<file path="src/rtl/hack_io_ports_if.sv">
// Hack CPU data-memory bus as seen by a memory-mapped peripheral.
// The CPU side (master) drives address, write data and the commit strobe;
// the peripheral (slave) returns read data and the window hit flag.
interface hack_io_ports_if #(
    parameter int ADDRESS_WIDTH = 15,
    parameter int WORD_WIDTH    = 16
);
    logic                     hack_clk_strobe;
    logic [ADDRESS_WIDTH-1:0] hack_addressM;
    logic                     hack_writeM;
    logic [WORD_WIDTH-1:0]    hack_outM;
    logic [WORD_WIDTH-1:0]    hack_inM;
    logic                     io_hit;

    modport master (
        output hack_clk_strobe,
        output hack_addressM,
        output hack_writeM,
        output hack_outM,
        input  hack_inM,
        input  io_hit
    );

    modport slave (
        input  hack_clk_strobe,
        input  hack_addressM,
        input  hack_writeM,
        input  hack_outM,
        output hack_inM,
        output io_hit
    );
endinterface

</file>
<file path="src/rtl/hack_io_ports.sv">
// Memory-mapped I/O block for a Hack CPU: keyboard keycode FIFO, status and
// interrupt-enable registers, and NUM_GPIO pairs of GPIO output/input ports
// with change detection. Register map (offset from BASE_ADDRESS):
//   0 KBD_DATA, 1 STATUS, 2 IRQ_EN, 3+2k GPIO_O[k], 4+2k GPIO_I[k].
module hack_io_ports #(
    parameter int WORD_WIDTH     = 16,
    parameter int ADDRESS_WIDTH  = 15,
    parameter int BASE_ADDRESS   = 24576,
    parameter int NUM_GPIO       = 2,
    parameter int GPIO_WIDTH     = 16,
    parameter int KBD_FIFO_DEPTH = 4,
    parameter int SYNC_STAGES    = 2
) (
    input  logic                           clk,
    input  logic                           reset,
    hack_io_ports_if.slave                 bus,
    input  logic [7:0]                     keycode,
    input  logic                           keycode_valid,
    input  logic [NUM_GPIO*GPIO_WIDTH-1:0] gpio_i,
    output logic [NUM_GPIO*GPIO_WIDTH-1:0] gpio_o,
    output logic                           irq
);

    localparam int PTR_W  = $clog2(KBD_FIFO_DEPTH);
    localparam int CNT_W  = PTR_W + 1;
    localparam int GW     = NUM_GPIO * GPIO_WIDTH;
    localparam int WINDOW = 3 + 2 * NUM_GPIO;

    localparam logic [ADDRESS_WIDTH-1:0] BASE_A   = ADDRESS_WIDTH'(BASE_ADDRESS);
    localparam logic [ADDRESS_WIDTH-1:0] WIN_A    = ADDRESS_WIDTH'(WINDOW);
    localparam logic [ADDRESS_WIDTH-1:0] OFF_KBD  = ADDRESS_WIDTH'(0);
    localparam logic [ADDRESS_WIDTH-1:0] OFF_STAT = ADDRESS_WIDTH'(1);
    localparam logic [ADDRESS_WIDTH-1:0] OFF_IREN = ADDRESS_WIDTH'(2);
    localparam logic [CNT_W-1:0]         FULL_CNT = CNT_W'(KBD_FIFO_DEPTH);

    // address decode
    logic [ADDRESS_WIDTH-1:0] offset;
    logic                     hit;
    logic                     cpu_wr;
    logic                     kbd_wr;
    logic                     status_wr;
    logic                     irqen_wr;

    // keycode FIFO
    logic [7:0]       fifo_mem [KBD_FIFO_DEPTH];
    logic [PTR_W-1:0] rd_ptr;
    logic [PTR_W-1:0] wr_ptr;
    logic [CNT_W-1:0] count;
    logic             fifo_empty;
    logic             fifo_full;
    logic             do_push;
    logic             do_pop;
    logic             push_drop;

    // status / control state
    logic                overflow_q;
    logic [NUM_GPIO-1:0] change_q;
    logic [NUM_GPIO-1:0] change_set;
    logic [NUM_GPIO-1:0] change_clr;
    logic [NUM_GPIO:0]   irq_en_q;
    logic [NUM_GPIO:0]   irq_src;

    // GPIO
    logic [GW-1:0] sync_q [SYNC_STAGES];
    logic [GW-1:0] gpio_sync;
    logic [GW-1:0] prev_q;
    logic [GW-1:0] gpio_o_q;

    logic [WORD_WIDTH-1:0] rdata;
    logic                  unused_outm;

    assign offset    = bus.hack_addressM - BASE_A;
    assign hit       = (bus.hack_addressM >= BASE_A) && (offset < WIN_A);
    assign bus.io_hit = hit;

    assign cpu_wr    = bus.hack_clk_strobe & bus.hack_writeM & hit;
    assign kbd_wr    = cpu_wr && (offset == OFF_KBD);
    assign status_wr = cpu_wr && (offset == OFF_STAT);
    assign irqen_wr  = cpu_wr && (offset == OFF_IREN);

    assign fifo_empty = (count == '0);
    assign fifo_full  = (count == FULL_CNT);
    assign do_pop     = kbd_wr & ~fifo_empty;
    // A pop in the same cycle frees the slot, so a full FIFO still accepts the push.
    assign do_push    = keycode_valid & (~fifo_full | do_pop);
    assign push_drop  = keycode_valid & fifo_full & ~do_pop;

    assign gpio_sync = sync_q[SYNC_STAGES-1];
    assign irq_src   = {change_q, ~fifo_empty};
    assign gpio_o    = gpio_o_q;

    assign unused_outm = ^bus.hack_outM;

    // FIFO pointers and occupancy
    always_ff @(posedge clk or posedge reset) begin
        if (reset) begin
            rd_ptr <= '0;
            wr_ptr <= '0;
            count  <= '0;
        end else begin
            if (do_push) wr_ptr <= wr_ptr + PTR_W'(1);
            if (do_pop)  rd_ptr <= rd_ptr + PTR_W'(1);
            case ({do_push, do_pop})
                2'b10:   count <= count + CNT_W'(1);
                2'b01:   count <= count - CNT_W'(1);
                default: count <= count;
            endcase
        end
    end

    // FIFO storage; contents are only visible through the pointers, so no reset
    always_ff @(posedge clk) begin
        if (do_push) fifo_mem[wr_ptr] <= keycode;
    end

    // GPIO input synchroniser chain
    always_ff @(posedge clk or posedge reset) begin
        if (reset) begin
            for (int unsigned i = 0; i < SYNC_STAGES; i++) sync_q[i] <= '0;
        end else begin
            sync_q[0] <= gpio_i;
            for (int unsigned i = 1; i < SYNC_STAGES; i++) sync_q[i] <= sync_q[i-1];
        end
    end

    // per-port change detection and flag clear requests
    always_comb begin
        change_set = '0;
        change_clr = '0;
        for (int unsigned k = 0; k < NUM_GPIO; k++) begin
            change_set[k] = |(gpio_sync[k*GPIO_WIDTH +: GPIO_WIDTH] ^ prev_q[k*GPIO_WIDTH +: GPIO_WIDTH]);
            change_clr[k] = status_wr & bus.hack_outM[2+k];
        end
    end

    // sticky status flags; a same-cycle set wins over a CPU clear
    always_ff @(posedge clk or posedge reset) begin
        if (reset) begin
            prev_q     <= '0;
            change_q   <= '0;
            overflow_q <= 1'b0;
        end else begin
            prev_q     <= gpio_sync;
            change_q   <= change_set | (change_q & ~change_clr);
            overflow_q <= push_drop | (overflow_q & ~(status_wr & bus.hack_outM[1]));
        end
    end

    // CPU-writable control registers: IRQ_EN and GPIO outputs
    always_ff @(posedge clk or posedge reset) begin
        if (reset) begin
            irq_en_q <= '0;
            gpio_o_q <= '0;
        end else begin
            if (irqen_wr) irq_en_q <= bus.hack_outM[NUM_GPIO:0];
            for (int unsigned k = 0; k < NUM_GPIO; k++) begin
                if (cpu_wr && (offset == ADDRESS_WIDTH'(3 + 2*k)))
                    gpio_o_q[k*GPIO_WIDTH +: GPIO_WIDTH] <= bus.hack_outM[GPIO_WIDTH-1:0];
            end
        end
    end

    // interrupt level, one cycle behind the enabled sources
    always_ff @(posedge clk or posedge reset) begin
        if (reset) irq <= 1'b0;
        else       irq <= |(irq_src & irq_en_q);
    end

    // read data mux
    always_comb begin
        rdata = '0;
        if (hit) begin
            if (offset == OFF_KBD && !fifo_empty) rdata[7:0] = fifo_mem[rd_ptr];
            if (offset == OFF_STAT) begin
                rdata[0]            = ~fifo_empty;
                rdata[1]            = overflow_q;
                rdata[2 +: NUM_GPIO] = change_q;
            end
            if (offset == OFF_IREN) rdata[NUM_GPIO:0] = irq_en_q;
            for (int unsigned k = 0; k < NUM_GPIO; k++) begin
                if (offset == ADDRESS_WIDTH'(3 + 2*k))
                    rdata[GPIO_WIDTH-1:0] = gpio_o_q[k*GPIO_WIDTH +: GPIO_WIDTH];
                if (offset == ADDRESS_WIDTH'(4 + 2*k))
                    rdata[GPIO_WIDTH-1:0] = gpio_sync[k*GPIO_WIDTH +: GPIO_WIDTH];
            end
        end
    end

    assign bus.hack_inM = rdata;

endmodule

</file>
<file path="src/flat_wrapper.sv">
// flat-port wrapper written by rule: the top's interface ports become plain ports
module hack_io_ports_flat 
#(
    parameter int WORD_WIDTH     = 16,
    parameter int ADDRESS_WIDTH  = 15,
    parameter int BASE_ADDRESS   = 24576,
    parameter int NUM_GPIO       = 2,
    parameter int GPIO_WIDTH     = 16,
    parameter int KBD_FIFO_DEPTH = 4,
    parameter int SYNC_STAGES    = 2
)
  (clk, reset, keycode, keycode_valid, gpio_i, gpio_o, irq, bus_hack_clk_strobe, bus_hack_addressM, bus_hack_writeM, bus_hack_outM, bus_hack_inM, bus_io_hit);
  hack_io_ports_if #(.ADDRESS_WIDTH(ADDRESS_WIDTH), .WORD_WIDTH(WORD_WIDTH)) bus_i ();
  input  logic clk;
  input  logic reset;
  input  logic [7:0] keycode;
  input  logic keycode_valid;
  input  logic [NUM_GPIO*GPIO_WIDTH-1:0] gpio_i;
  output logic [NUM_GPIO*GPIO_WIDTH-1:0] gpio_o;
  output logic irq;
  input wire logic [$bits(bus_i.hack_clk_strobe)-1:0] bus_hack_clk_strobe;
  input wire logic [$bits(bus_i.hack_addressM)-1:0] bus_hack_addressM;
  input wire logic [$bits(bus_i.hack_writeM)-1:0] bus_hack_writeM;
  input wire logic [$bits(bus_i.hack_outM)-1:0] bus_hack_outM;
  output wire logic [$bits(bus_i.hack_inM)-1:0] bus_hack_inM;
  output wire logic [$bits(bus_i.io_hit)-1:0] bus_io_hit;
  assign bus_i.hack_clk_strobe = bus_hack_clk_strobe;
  assign bus_i.hack_addressM = bus_hack_addressM;
  assign bus_i.hack_writeM = bus_hack_writeM;
  assign bus_i.hack_outM = bus_hack_outM;
  assign bus_hack_inM = bus_i.hack_inM;
  assign bus_io_hit = bus_i.io_hit;
  hack_io_ports #(.WORD_WIDTH(WORD_WIDTH), .ADDRESS_WIDTH(ADDRESS_WIDTH), .BASE_ADDRESS(BASE_ADDRESS), .NUM_GPIO(NUM_GPIO), .GPIO_WIDTH(GPIO_WIDTH), .KBD_FIFO_DEPTH(KBD_FIFO_DEPTH), .SYNC_STAGES(SYNC_STAGES)) u_core (.clk(clk), .reset(reset), .bus(bus_i), .keycode(keycode), .keycode_valid(keycode_valid), .gpio_i(gpio_i), .gpio_o(gpio_o), .irq(irq));
endmodule
</file>
<file path="config.mk">
export PLATFORM = sky130hd
export DESIGN_NAME = hack_io_ports_flat
export DESIGN_NICKNAME = d
export VERILOG_FILES = /design/src/rtl/hack_io_ports_if.sv /design/src/rtl/hack_io_ports.sv /design/src/flat_wrapper.sv
export SDC_FILE = /design/constraint.sdc
export NUM_CORES = 1
export LEC_CHECK = 0
export CAP_MARGIN = 20
export CORE_MARGIN = 1.5
export CORE_UTILIZATION = 70
export CTS_BUF_LIST = sky130_fd_sc_hd__clkbuf_8
export CTS_CLUSTER_DIAMETER = 100
export DETAILED_ROUTE_END_ITERATION = 12
export DONT_BUFFER_PORTS = 1
export GPL_TIMING_DRIVEN = 0
export MAX_ROUTING_LAYER = met4
export PLACE_DENSITY = 0.86
export SETUP_SLACK_MARGIN = 0.05
export SLEW_MARGIN = 30
export SYNTH_ARGS = -nofsm -noshare
export SYNTH_HDL_FRONTEND = slang
export SYNTH_SLANG_ARGS = --single-unit
</file>
<file path="constraint.sdc">
create_clock -name clk -period 11.2 [get_ports clk]
set_input_delay 1.68 -clock clk [delete_from_list [all_inputs] [get_ports clk]]
set_output_delay 1.68 -clock clk [all_outputs]
set_load 0.005 [all_outputs]
</file>
# --- Word-level counts from Yosys, hierarchy flattened ---
# Memories as Yosys holds them, arrays and structs flattened.
# Index checks and enable logic that the tools add are counted.
word_totals:
  regBits: 142
  latchBits: 0
  ramBits: 32
  mem_bits_ro: 0
  inputBits: 76
  out_inout_bits: 50
  word_cells: 76
  n_memories: 1
classes:
  add_sub_neg: 5
  mul: 0
  n_div: 0
  order_cmp: 2
  n_eq_ne: 9
  n_shift: 0
  n_mux: 11
  bitwise_logic: 22
  reduce_logical: 14
memory_table:
  columns: ["memory", "words", "word_bits", "read_ports", "rd_ports_with_merged_regs", "wr", "line_no", "source"]
  rows:
  - ["u_core.fifo_mem", 4, 8, 1, 0, 1, "hack_io_ports.sv:45", "logic [7:0] fifo_mem [KBD_FIFO_DEPTH];"]
ops:
  columns: ["cell", "count"]
  rows:
  - ["16-bit 2-to-1 mux", 5]
  - ["15-bit by 3-bit == test with 1-bit output (second input constant)", 3]
  - ["16-bit OR reduction", 2]
  - ["16-bit bitwise XOR", 2]
  - ["15-bit by 2-bit == test with 1-bit output (second input constant)", 2]
  - ["15-bit by 1-bit == test with 1-bit output (second input constant)", 1]
  - ["15-bit greater-or-equal comparator (second input constant)", 1]
  - ["15-bit zero test", 1]
  - ["15-bit by 3-bit < comparator with 1-bit output (second input constant)", 1]
  - ["15-bit subtractor (second input constant)", 1]
  - ["1-bit AND", 10]
  - ["8-bit 2-to-1 mux", 1]
  - ["1-bit logical AND", 7]
  - ["3-bit one-hot mux with 2 select lines", 1]
  - ["2-bit by 1-bit adder with 2-bit output (second input constant)", 2]
  - ["4-bit 2-to-1 mux", 1]
  - ["1-bit inverter", 4]
  - ["3-bit by 1-bit adder with 3-bit output (second input constant)", 1]
  - ["3-bit AND", 1]
  - ["3-bit == test (second input constant)", 1]
  - ["3-bit zero test", 1]
  - ["3-bit 2-to-1 mux", 1]
  - ["3-bit OR reduction", 1]
  - ["3-bit by 1-bit subtractor with 3-bit output (second input constant)", 1]
  - ["other kinds (9)", 11]

# --- Logic depth before layout (Yosys ltp) ---
# Gate-level depths: netlist (run 1).
depth:
  ltp_word: 11
  mapped_depth: 12
  depth_no_buf: 12

# --- Least setup slack after synthesis (run 1) ---
# Ideal clock, no wire load.
synth_path:
  path_type: "input -> output"
  from: "input bus_hack_addressM[13]"
  to: "output bus_hack_inM[0]"
  t_arrival_ps: 3526
  t_required_ps: 9520
  slack_ps: 5994
  cell_stages: 7
  n_path_buf: 1
  cell_sequence: "ha_1 nor3b_1 nand2_1 nor3_2 clkbuf_1 a22oi_1 a21oi_1"
synth_between:
  elab_chain_cells: 11
  elab_cells_between_ends: 20
  classes_between: "add/sub: 1; order compare: 2; eq/ne: 6; mux: 8; reduce/logical: 3"
synth_lines:
  columns: ["element", "line_no", "source"]
  rows:
  - ["start, declared", "flat_wrapper.sv:22", "input wire logic [$bits(bus_i.hack_addressM)-1:0] bus_hack_addressM;"]
  - ["15-bit subtractor", "hack_io_ports.sv:72", "assign offset = bus.hack_addressM - BASE_A;"]
  - ["15-bit zero test", "hack_io_ports.sv:173", "if (offset == OFF_KBD && !fifo_empty) rdata[7:0] = fifo_mem[rd_ptr];"]
  - ["1-bit logical AND", "hack_io_ports.sv:173", null]
  - ["8-bit 2-to-1 mux", "hack_io_ports.sv:173", null]
  - ["4-bit 2-to-1 mux", "hack_io_ports.sv:174", "if (offset == OFF_STAT) begin"]
  - ["3-bit 2-to-1 mux", "hack_io_ports.sv:179", "if (offset == OFF_IREN) rdata[NUM_GPIO:0] = irq_en_q;"]
  - ["16-bit 2-to-1 mux", "hack_io_ports.sv:181", "if (offset == ADDRESS_WIDTH'(3 + 2*k))"]
  - ["16-bit 2-to-1 mux", "hack_io_ports.sv:183", "if (offset == ADDRESS_WIDTH'(4 + 2*k))"]
  - ["16-bit 2-to-1 mux", "hack_io_ports.sv:181", null]
  - ["16-bit 2-to-1 mux", "hack_io_ports.sv:183", null]
  - ["16-bit 2-to-1 mux (*)", "hack_io_ports.sv:172", "if (hit) begin"]
  - ["end, declared", "flat_wrapper.sv:25", "output wire logic [$bits(bus_i.hack_inM)-1:0] bus_hack_inM;"]
# Mark *: on every way between the ends. The rest lies on a longest branch, timed or not.

# --- Worst setup path after layout (run 1) ---
layout_path:
  from: "input bus_hack_addressM[13]"
  to: "output bus_hack_inM[1]"
# Same word-level chain as after synthesis.

==> results by stage, run 1 <==
Status:
- The run finished with clean final reports.

Timing:
- Setup repair after global routing left no endpoint under its margin.
- The total count of max-transition violations in the final report came to 0.
- Setup violations remaining at the end of the flow were counted as 0.
- The worst pin sits at a relative slew slack of 0.433.
- The shortest period the worst path allows is 5970 ps.
- Summed over all failing endpoints, the final setup total negative slack is 0 ps.
- In the finished design, the share of the clock period the worst path needs comes to 0.533.
- The worst path meets setup with 5230 ps of slack.
- The slew at the pin with the worst max-slew slack is 848 ps.
- Across the routed clock network, the largest skew measured is 13.0 ps.
- The number of hold violations in the final report came to 0.
- The peak clock frequency supported by timing is 168 MHz.

Logic synthesis:
- For this run, the register share of the synthesized area comes to 0.660.
- Ranked by instance count, the synthesized netlist is headed by 142 x sky130_fd_sc_hd__dfrtp_1, 34 x sky130_fd_sc_hd__xor2_1, 32 x sky130_fd_sc_hd__edfxtp_1.
- The area fraction of the dominant cell type after synthesis is 0.520.
- The dominant synthesized flop cell is sky130_fd_sc_hd__dfrtp_1.
- The count of distinct cell types in the synthesized netlist is 60.
- A synthesized cell averages 15.2 um^2.
- By area the synthesized netlist is led by sky130_fd_sc_hd__dfrtp_1 52%, sky130_fd_sc_hd__edfxtp_1 14%, sky130_fd_sc_hd__xor2_1 4.4%, sky130_fd_sc_hd__mux2_2 2.6%, sky130_fd_sc_hd__mux4_2 2.6%.
- Of all flip-flops after synthesis, the portion carrying an async set or reset was 0.816.
- Counting every net in the synthesized netlist gives 534.
- The cell with the most instances after synthesis is sky130_fd_sc_hd__dfrtp_1.
- The Yosys step of the flow raised 0 warnings.
- The synthesized design contains 174 register bits.
- The number of synthesized flops with an enable pin is 32.
- The post-synthesis instance total is 450.
- The cell area after technology mapping is 6840 um^2.
- The biggest area contributor in the post-synthesis netlist is sky130_fd_sc_hd__dfrtp_1.

Power and ir drop:
- The power consumption is 1.23 mW.
- The reported leakage power is 3.07 nW.
- The maximum ir drop on the vdd rail is 214 uV.
- In this run the power density over the cells is 166 nW/um^2.

Layout:
- In the final layout, the share of cells above drive strength 1 is 0.182.
- The register area is 4510 um^2.
- Relative to the synthesized area, the layout overhead comes to 8.02%.
- The summed area of non-filler cells in the final layout is 7380 um^2.
- The net count of the finished layout is 554.
- The count of inserted antenna diode cells is 0.
- The multi-input combinational cell area is 2190 um^2.
- The number of filler instances in the final layout is 549.
- For this run, the share of the core covered by cells in the final layout is 0.788.

Clock tree:
- The count of hold buffers inserted by post-cts repair is 0.
- The deepest level of the CTS H-tree is 4.
- The cell chosen for the clock root is sky130_fd_sc_hd__clkbuf_8.
- The clock buffer count from CTS is 17.
- The clock slew seen by the registers of the worst setup and hold paths is 90 ps.
- The clock insertion delay at the later pin of the skew report is 450 ps.
- Post-CTS repair changed the size of 0 cells.
- Post-CTS timing repair inserted 0 buffers for setup.
- The TritonCTS clock tree is yes.
- Clock tree synthesis found a total of 174 sinks.
- The clock passes through at most 2 buffers.

Die:
- The die width is 102 um.
- The total area inside the core boundary comes to 9370 um^2.
- The die is 102 um tall.
- During I/O placement, the number of pins put on the boundary was 126.
- The floorplan row count is 35.
- The effective utilization at floorplan is 0.729.
- The die covers 10400 um^2.

Detailed routing:
- The highest layer used for signal routing is met4.
- After detailed routing, the number of vias per cell comes to 6.47.
- Wire segments on met2 add up to 7.57 mm in the final route.
- In the final routed layout, each cell accounts on average for 24.5 um.
- The routed layout has 3959 vias.
- In this run the remaining antenna-violating nets after routing total 0.
- The met1 routed wirelength after detailed routing is 5.76 mm.
- Wires add up to 15.0 mm.
- The met3 wirelength from detailed routing is 1.20 mm.
- The post-route DRC violation count is 0.
- In this run, the number of DRC markers left after iteration 0 of detailed routing was 322.
- The detailed-routing iteration count for the pre-antenna-repair pass is 7.

Worst setup path:
- Data on the critical path is required at its endpoint by 9520 ps.
- At the worst endpoint, the arrival time is 4290 ps.
- The highest fanout seen on the critical path is 10.
- The critical path is of the in2out type.
- The type of origin of the critical path is a primary input.
- The worst setup path is captured at an output port.
- The signal on the critical path passes through ha_1 > nor3b_1 > nand2_1 > nor3_2 > clkbuf_1 > a22oi_1 > a21oi_1.
- The worst stage delay on the critical path is 620 ps.
- The slowest library cell on the worst path is sky130_fd_sc_hd__nor3_2.

GRT:
- The global router's overall resource usage is 0.314.
- Global routing finished with a remaining overflow of 0.
- The via count of the first global-routing pass is 4073.
- Entering global routing, the biggest net connects 94 pins.
- The first global-routing pass estimated 22.1 mm of wire.
- The initial antenna violation count is 0.

Run:
- The max-capacitance violation count is 0.

Worst hold path:
- The class of the most critical hold timing path is reg2reg.

Placed design:
- After detailed placement, the total cell area comes to 7030 um^2.
- The half-perimeter wire length after detailed placement is 10.7 mm.
- Routability-driven placement finished with a final weighted congestion of 0.895.
- The number of port buffers is 0.
- The pre-CTS setup slack is 5330 ps.
==> power by group <==
part / switching, mW / internal [mW] / leakage [nW]
Combinational: 0.0674 / 0.0393 / 0.849
Clock: 0.230 / 0.157 / 0.191
Sequential: 0.0328 / 0.699 / 2.03
==> metrics by stage <==
stage               instances  hold slack [ps]
global placement          579              333
finish                    612              351
global route              612              351
detailed placement        580              335
CTS                       612              354
floorplan                 450              331
==> path summary, 6_finish.rpt <==
| kind | slack, ps | depth (start not counted) | end | start |
|---|---|---|---|---|
| max in group asynchronous | 9400 | 2 | u_core.gpio_o[3] | reset |
| worst min register to register | 350 | 0 | u_core.gpio_sync[1] | u_core.sync_q[33] |
| min in group asynchronous | 1070 | 1 | u_core.sync_q[60] | reset |
| worst max-delay path | 5230 | 7 | bus_hack_inM[1] | bus_hack_addressM[13] |
| worst max register to register | 8180 | 10 | u_core.count[2] | u_core.count[0] |
| worst min-delay path | 350 | 0 | u_core.gpio_sync[1] | u_core.sync_q[33] |
==> cell families (layout without fill, tap and decap cells) <==
logic type / count (synthesis) / after routing / synth area share
adders and majority gates: 8 / 8 / 0.0157
xor gates and xnor gates: 38 / 38 / 0.0487
AOI/OAI and AO/OA: 69 / 69 / 0.0785
buffers and inverters: 26 / 59 / 0.0190
and+or+nand+nor: 90 / 90 / 0.0849
muxes: 45 / 45 / 0.0926
DFF: 174 / 174 / 0.660
==> routing by layer <==
layer	vias up	GRT usage
met1	1998	0.390
li1	1693	-
met3	41	0.0869
met5	-	-
met2	227	0.496
met4	0	0.124
==> sequential cells by signal, summed over array words and instances, names as in the netlist <==
signal             flops
u_core.fifo_mem       32
u_core.gpio_sync      32
u_core.wr_ptr          2
u_core.change_q        2
u_core.gpio_o         32
u_core.overflow_q      1
u_core.sync_q         32
u_core.prev_q         32
u_core.count           3
u_core.irq_en_q        3
u_core.irq             1
u_core.rd_ptr          2
==> area by class of cell <==
class                           instances  share of cell area
Sequential cell                       174               0.611
Multi-Input combinational cell        250               0.297
Clock buffer                           17              0.0317
Tap cell                              129              0.0219
Clock inverter                         15              0.0159
Buffer                                 10             0.00949
Inverter                               16             0.00915
Timing Repair Buffer                    1             0.00373
==> placed cells by master (no fill, tap or decap), types with 3 or more instances in the layout <==
| cell type | n |
|---|---|
| sky130_fd_sc_hd__ha_1 | 7 |
| sky130_fd_sc_hd__nor2b_1 | 3 |
| sky130_fd_sc_hd__nand3_1 | 10 |
| sky130_fd_sc_hd__a222oi_1 | 11 |
| sky130_fd_sc_hd__edfxtp_1 | 32 |
| sky130_fd_sc_hd__a21o_1 | 3 |
| sky130_fd_sc_hd__mux2_1 | 10 |
| sky130_fd_sc_hd__a22o_1 | 3 |
| sky130_fd_sc_hd__clkinv_2 | 3 |
| sky130_fd_sc_hd__mux2_2 | 16 |
| sky130_fd_sc_hd__mux2_4 | 10 |
| sky130_fd_sc_hd__xnor2_1 | 4 |
| sky130_fd_sc_hd__nor3_1 | 3 |
| sky130_fd_sc_hd__mux4_2 | 8 |
| sky130_fd_sc_hd__a22oi_1 | 3 |
| sky130_fd_sc_hd__inv_8 | 3 |
| sky130_fd_sc_hd__xor2_1 | 34 |
| sky130_fd_sc_hd__a21oi_1 | 26 |
| sky130_fd_sc_hd__o21ai_0 | 7 |
| sky130_fd_sc_hd__nor4_4 | 3 |
| sky130_fd_sc_hd__nor2_1 | 10 |
| sky130_fd_sc_hd__clkinv_4 | 4 |
| sky130_fd_sc_hd__nor4_1 | 10 |
| sky130_fd_sc_hd__inv_1 | 17 |
| sky130_fd_sc_hd__nand2_1 | 23 |
| sky130_fd_sc_hd__clkbuf_8 | 17 |
| sky130_fd_sc_hd__nand4_1 | 4 |
| sky130_fd_sc_hd__dfrtp_1 | 142 |
| sky130_fd_sc_hd__clkbuf_1 | 6 |
==> critical path: cells and delay by family <==
kind | cells | cell delay, ps
compound gates | 2 | 470
fa+ha+maj | 1 | 280
buf+inv | 1 | 440
simple gates | 3 | 1410
No activity file was read; power rests on OpenSTA's default activity.
==> inputs of run 2 (changes only) <==
CORE_UTILIZATION = 59   (was 70)
PLACE_DENSITY = 0.78   (was 0.86)
clock period = 5.4 ns   (was 11.2 ns; I/O delays follow)
==> results by stage, run 2 (synthesis gave the netlist of run 1 again) <==
Die:
- The total die area is 12200 um^2 (+18%).
- The y dimension of the die came to 111 um (+8.7%).
- The effective utilization at floorplan is 0.601 (-0.128).
- The die width is 111 um (+8.7%).
- The core box area came to 11400 um^2 (+21%).
- The floorplan row count is 39 (+11%).
- The number of ports placed on the die boundary is 126 (unchanged).

Worst hold path:
- The class of the most critical hold timing path is in2async.

GRT:
- The largest net degree at the start of global routing is 75 (-20%).
- The initial antenna violation count is 0 (unchanged).
- The global router's overall resource usage was 0.253 (-0.0602).
- The via count of the first global-routing pass is 3960 (-2.8%).
- The final global-route overflow total is 0 (unchanged).
- The wire length of the first global-routing pass is 22.3 mm (+0.62%).

Timing:
- The maximum clock skew at final layout is 17.7 ps (+4.66 ps).
- Static timing analysis puts the maximum clock frequency at 236 MHz.
- The number of hold violations in the final report is 0 (unchanged).
- The shortest period the worst path allows is 4240 ps.
- In the finished design, the share of the clock period the worst path needs comes to 0.786.
- Setup repair after global routing left no endpoint under its margin.
- The worst slew margin relative to its limit came to 0.427 (-0.00597).
- The slew at the pin with the worst max-slew slack was 857 ps (+8.92 ps).
- The count of final setup violators is 0 (unchanged).
- The total count of max-transition violations in the final report is 0 (unchanged).

Layout:
- The final-stage net count is 554 (unchanged).
- The summed area of non-filler cells in the final layout is 7440 um^2 (+0.73%).
- The count of inserted antenna diode cells came to 0 (unchanged).
- The most common library cell in the layout ignoring fill and taps is sky130_fd_sc_hd__dfrtp_1.
- The post-synthesis to final-layout area growth is 8.80%.
- The fraction of layout cells with a size suffix above 1 is 0.188 (+0.00621).
- The number of filler instances in the final layout is 807 (+47%).
- In the layout the commonest cells are 142 x sky130_fd_sc_hd__dfrtp_1, 34 x sky130_fd_sc_hd__xor2_1, 32 x sky130_fd_sc_hd__edfxtp_1.

Detailed routing:
- The post-route DRC violation count is 0 (unchanged).
- The detailed-routing iteration count for the pre-antenna-repair pass is 6 (-1).
- The first-iteration detailed-routing DRC count is 477 (+48%).
- The number of nets with antenna violations after routing is 0 (unchanged).
- The via total after detailed routing came to 3871 (-2.2%).
- The average routed wire per standard cell is 22.6 um (-7.8%).
- The number of vias per cell was 6.18 (-4.4%).
- The final wirelength is 14.1 mm (-5.7%).

Run:
- The max-capacitance violation count is 0 (unchanged).

Placed design:
- The weighted congestion at the end of routability-driven global placement was 0.976 (+9.0%).
- The half-perimeter wire length after detailed placement is 10.2 mm (-4.4%).
- The number of port buffers is 0 (unchanged).
- The placed instance area is 7050 um^2 (+0.25%).

Status:
- The run finished with clean final reports.

Clock tree:
- The setup fix buffers added after clock tree synthesis was 0 (unchanged).
- The clock slew seen by the registers of the worst setup and hold paths was 100 ps (about the same).
- The count of hold buffers inserted by post-cts repair is 0 (unchanged).
- CTS placed an instance of sky130_fd_sc_hd__clkbuf_8 at the clock tree root.
- The post-cts sizing count is 0 (unchanged).
- The clock buffer count from CTS is 17 (unchanged).
- The clock insertion delay at the later pin of the skew report is 470 ps (+20 ps).
- The deepest level of the CTS H-tree is 4 (unchanged).
- The maximum clock path buffer count came to 2 (unchanged).
- The number of clock sinks seen by CTS is 174 (unchanged).
- The TritonCTS clock tree is yes.

Worst setup path:
- The data arrival time of the critical path is 3430 ps (-860 ps).
- STA classifies the critical path startpoint as a primary input.
- The most critical setup path has its startpoint at bus_hack_addressM[13].
- The source of the worst register-to-register timing path is u_core.count[0].
- The critical path required time was 4590 ps (-4930 ps).
- STA classifies the critical path endpoint as an output port.
- The classification of the worst setup path is in2out.
- The highest fanout seen on the critical path is 10 (unchanged).

Power and ir drop:
- The maximum ir drop on the vdd rail was 255 uV (+19%).
- The power per unit of standard cell area came to 348 nW/um^2 (+110%).
- The power consumption is 2.59 mW (+110%).
- The reported leakage power is 3.08 nW (+0.37%).
-- run 2: cell types whose count changed in the layout (fill, tap and decap cells not counted), sizes merged --
cell	before	now
clkbuf	23	24
clkinv	9	5
inv	22	25
-- run 2: report_power, final --
| group | switching [mW] | internal (mW) |
|---|---|---|
| Clock | 0.510 | 0.356 |
| Sequential | 0.0623 | 1.45 |
| Combinational | 0.130 | 0.0799 |
| Total | 0.703 | 1.89 |
-- run 2: worst max-delay path: stages --
cell,delay (ps)
sky130_fd_sc_hd__ha_1,280
sky130_fd_sc_hd__nor3b_1,520
sky130_fd_sc_hd__nand2_1,270
sky130_fd_sc_hd__nor3_2,600
sky130_fd_sc_hd__clkbuf_1,480
sky130_fd_sc_hd__a22oi_1,180
sky130_fd_sc_hd__a21oi_1,280
-- run 2: layout make-up --
type                    instances  area [um^2]  area share
flip-flops and latches        174         4510       0.607
multi-input cells             250         2190       0.295
clock buffers                  18          248      0.0333
well taps                     143          179      0.0241
clock inverters                14          140      0.0188
plain buffers                  10         70.1     0.00942
inverters                      16         67.6     0.00908
repair buffers                  1         27.5     0.00370
-- run 2: final timing paths --
path	end	slack (ps)	depth (start not counted)
worst max-delay path	bus_hack_inM[1]	1160	7
worst min-delay path	u_core.sync_q[45]	230	1
worst max register to register	u_core.count[2]	2420	10
worst min register to register	u_core.gpio_sync[17]	360	0
max in group asynchronous	u_core.gpio_o[5]	4470	2
min in group clk	u_core.gpio_sync[17]	360	0
-- run 2: per-stage QoR --
step                hold slack [ps]  worst slack, ps  setup TNS [ps]  instances  utilization
floorplan                       331              780               0        450            -
global placement                334             -331          -45880        593        0.617
detailed placement              335             1240               0        594        0.620
CTS                             224             1220               0        626        0.654
global route                    228              979               0        626        0.654
finish                          230             1160               0        626        0.654
-- run 2: layer usage --
layer,up-vias,part of all wire,global-route usage
li1,1699,-,-
met1,1958,0.41,0.327
met2,183,0.49,0.380
met3,31,0.074,0.0714
met4,0,0.028,0.112
met5,-,0,-
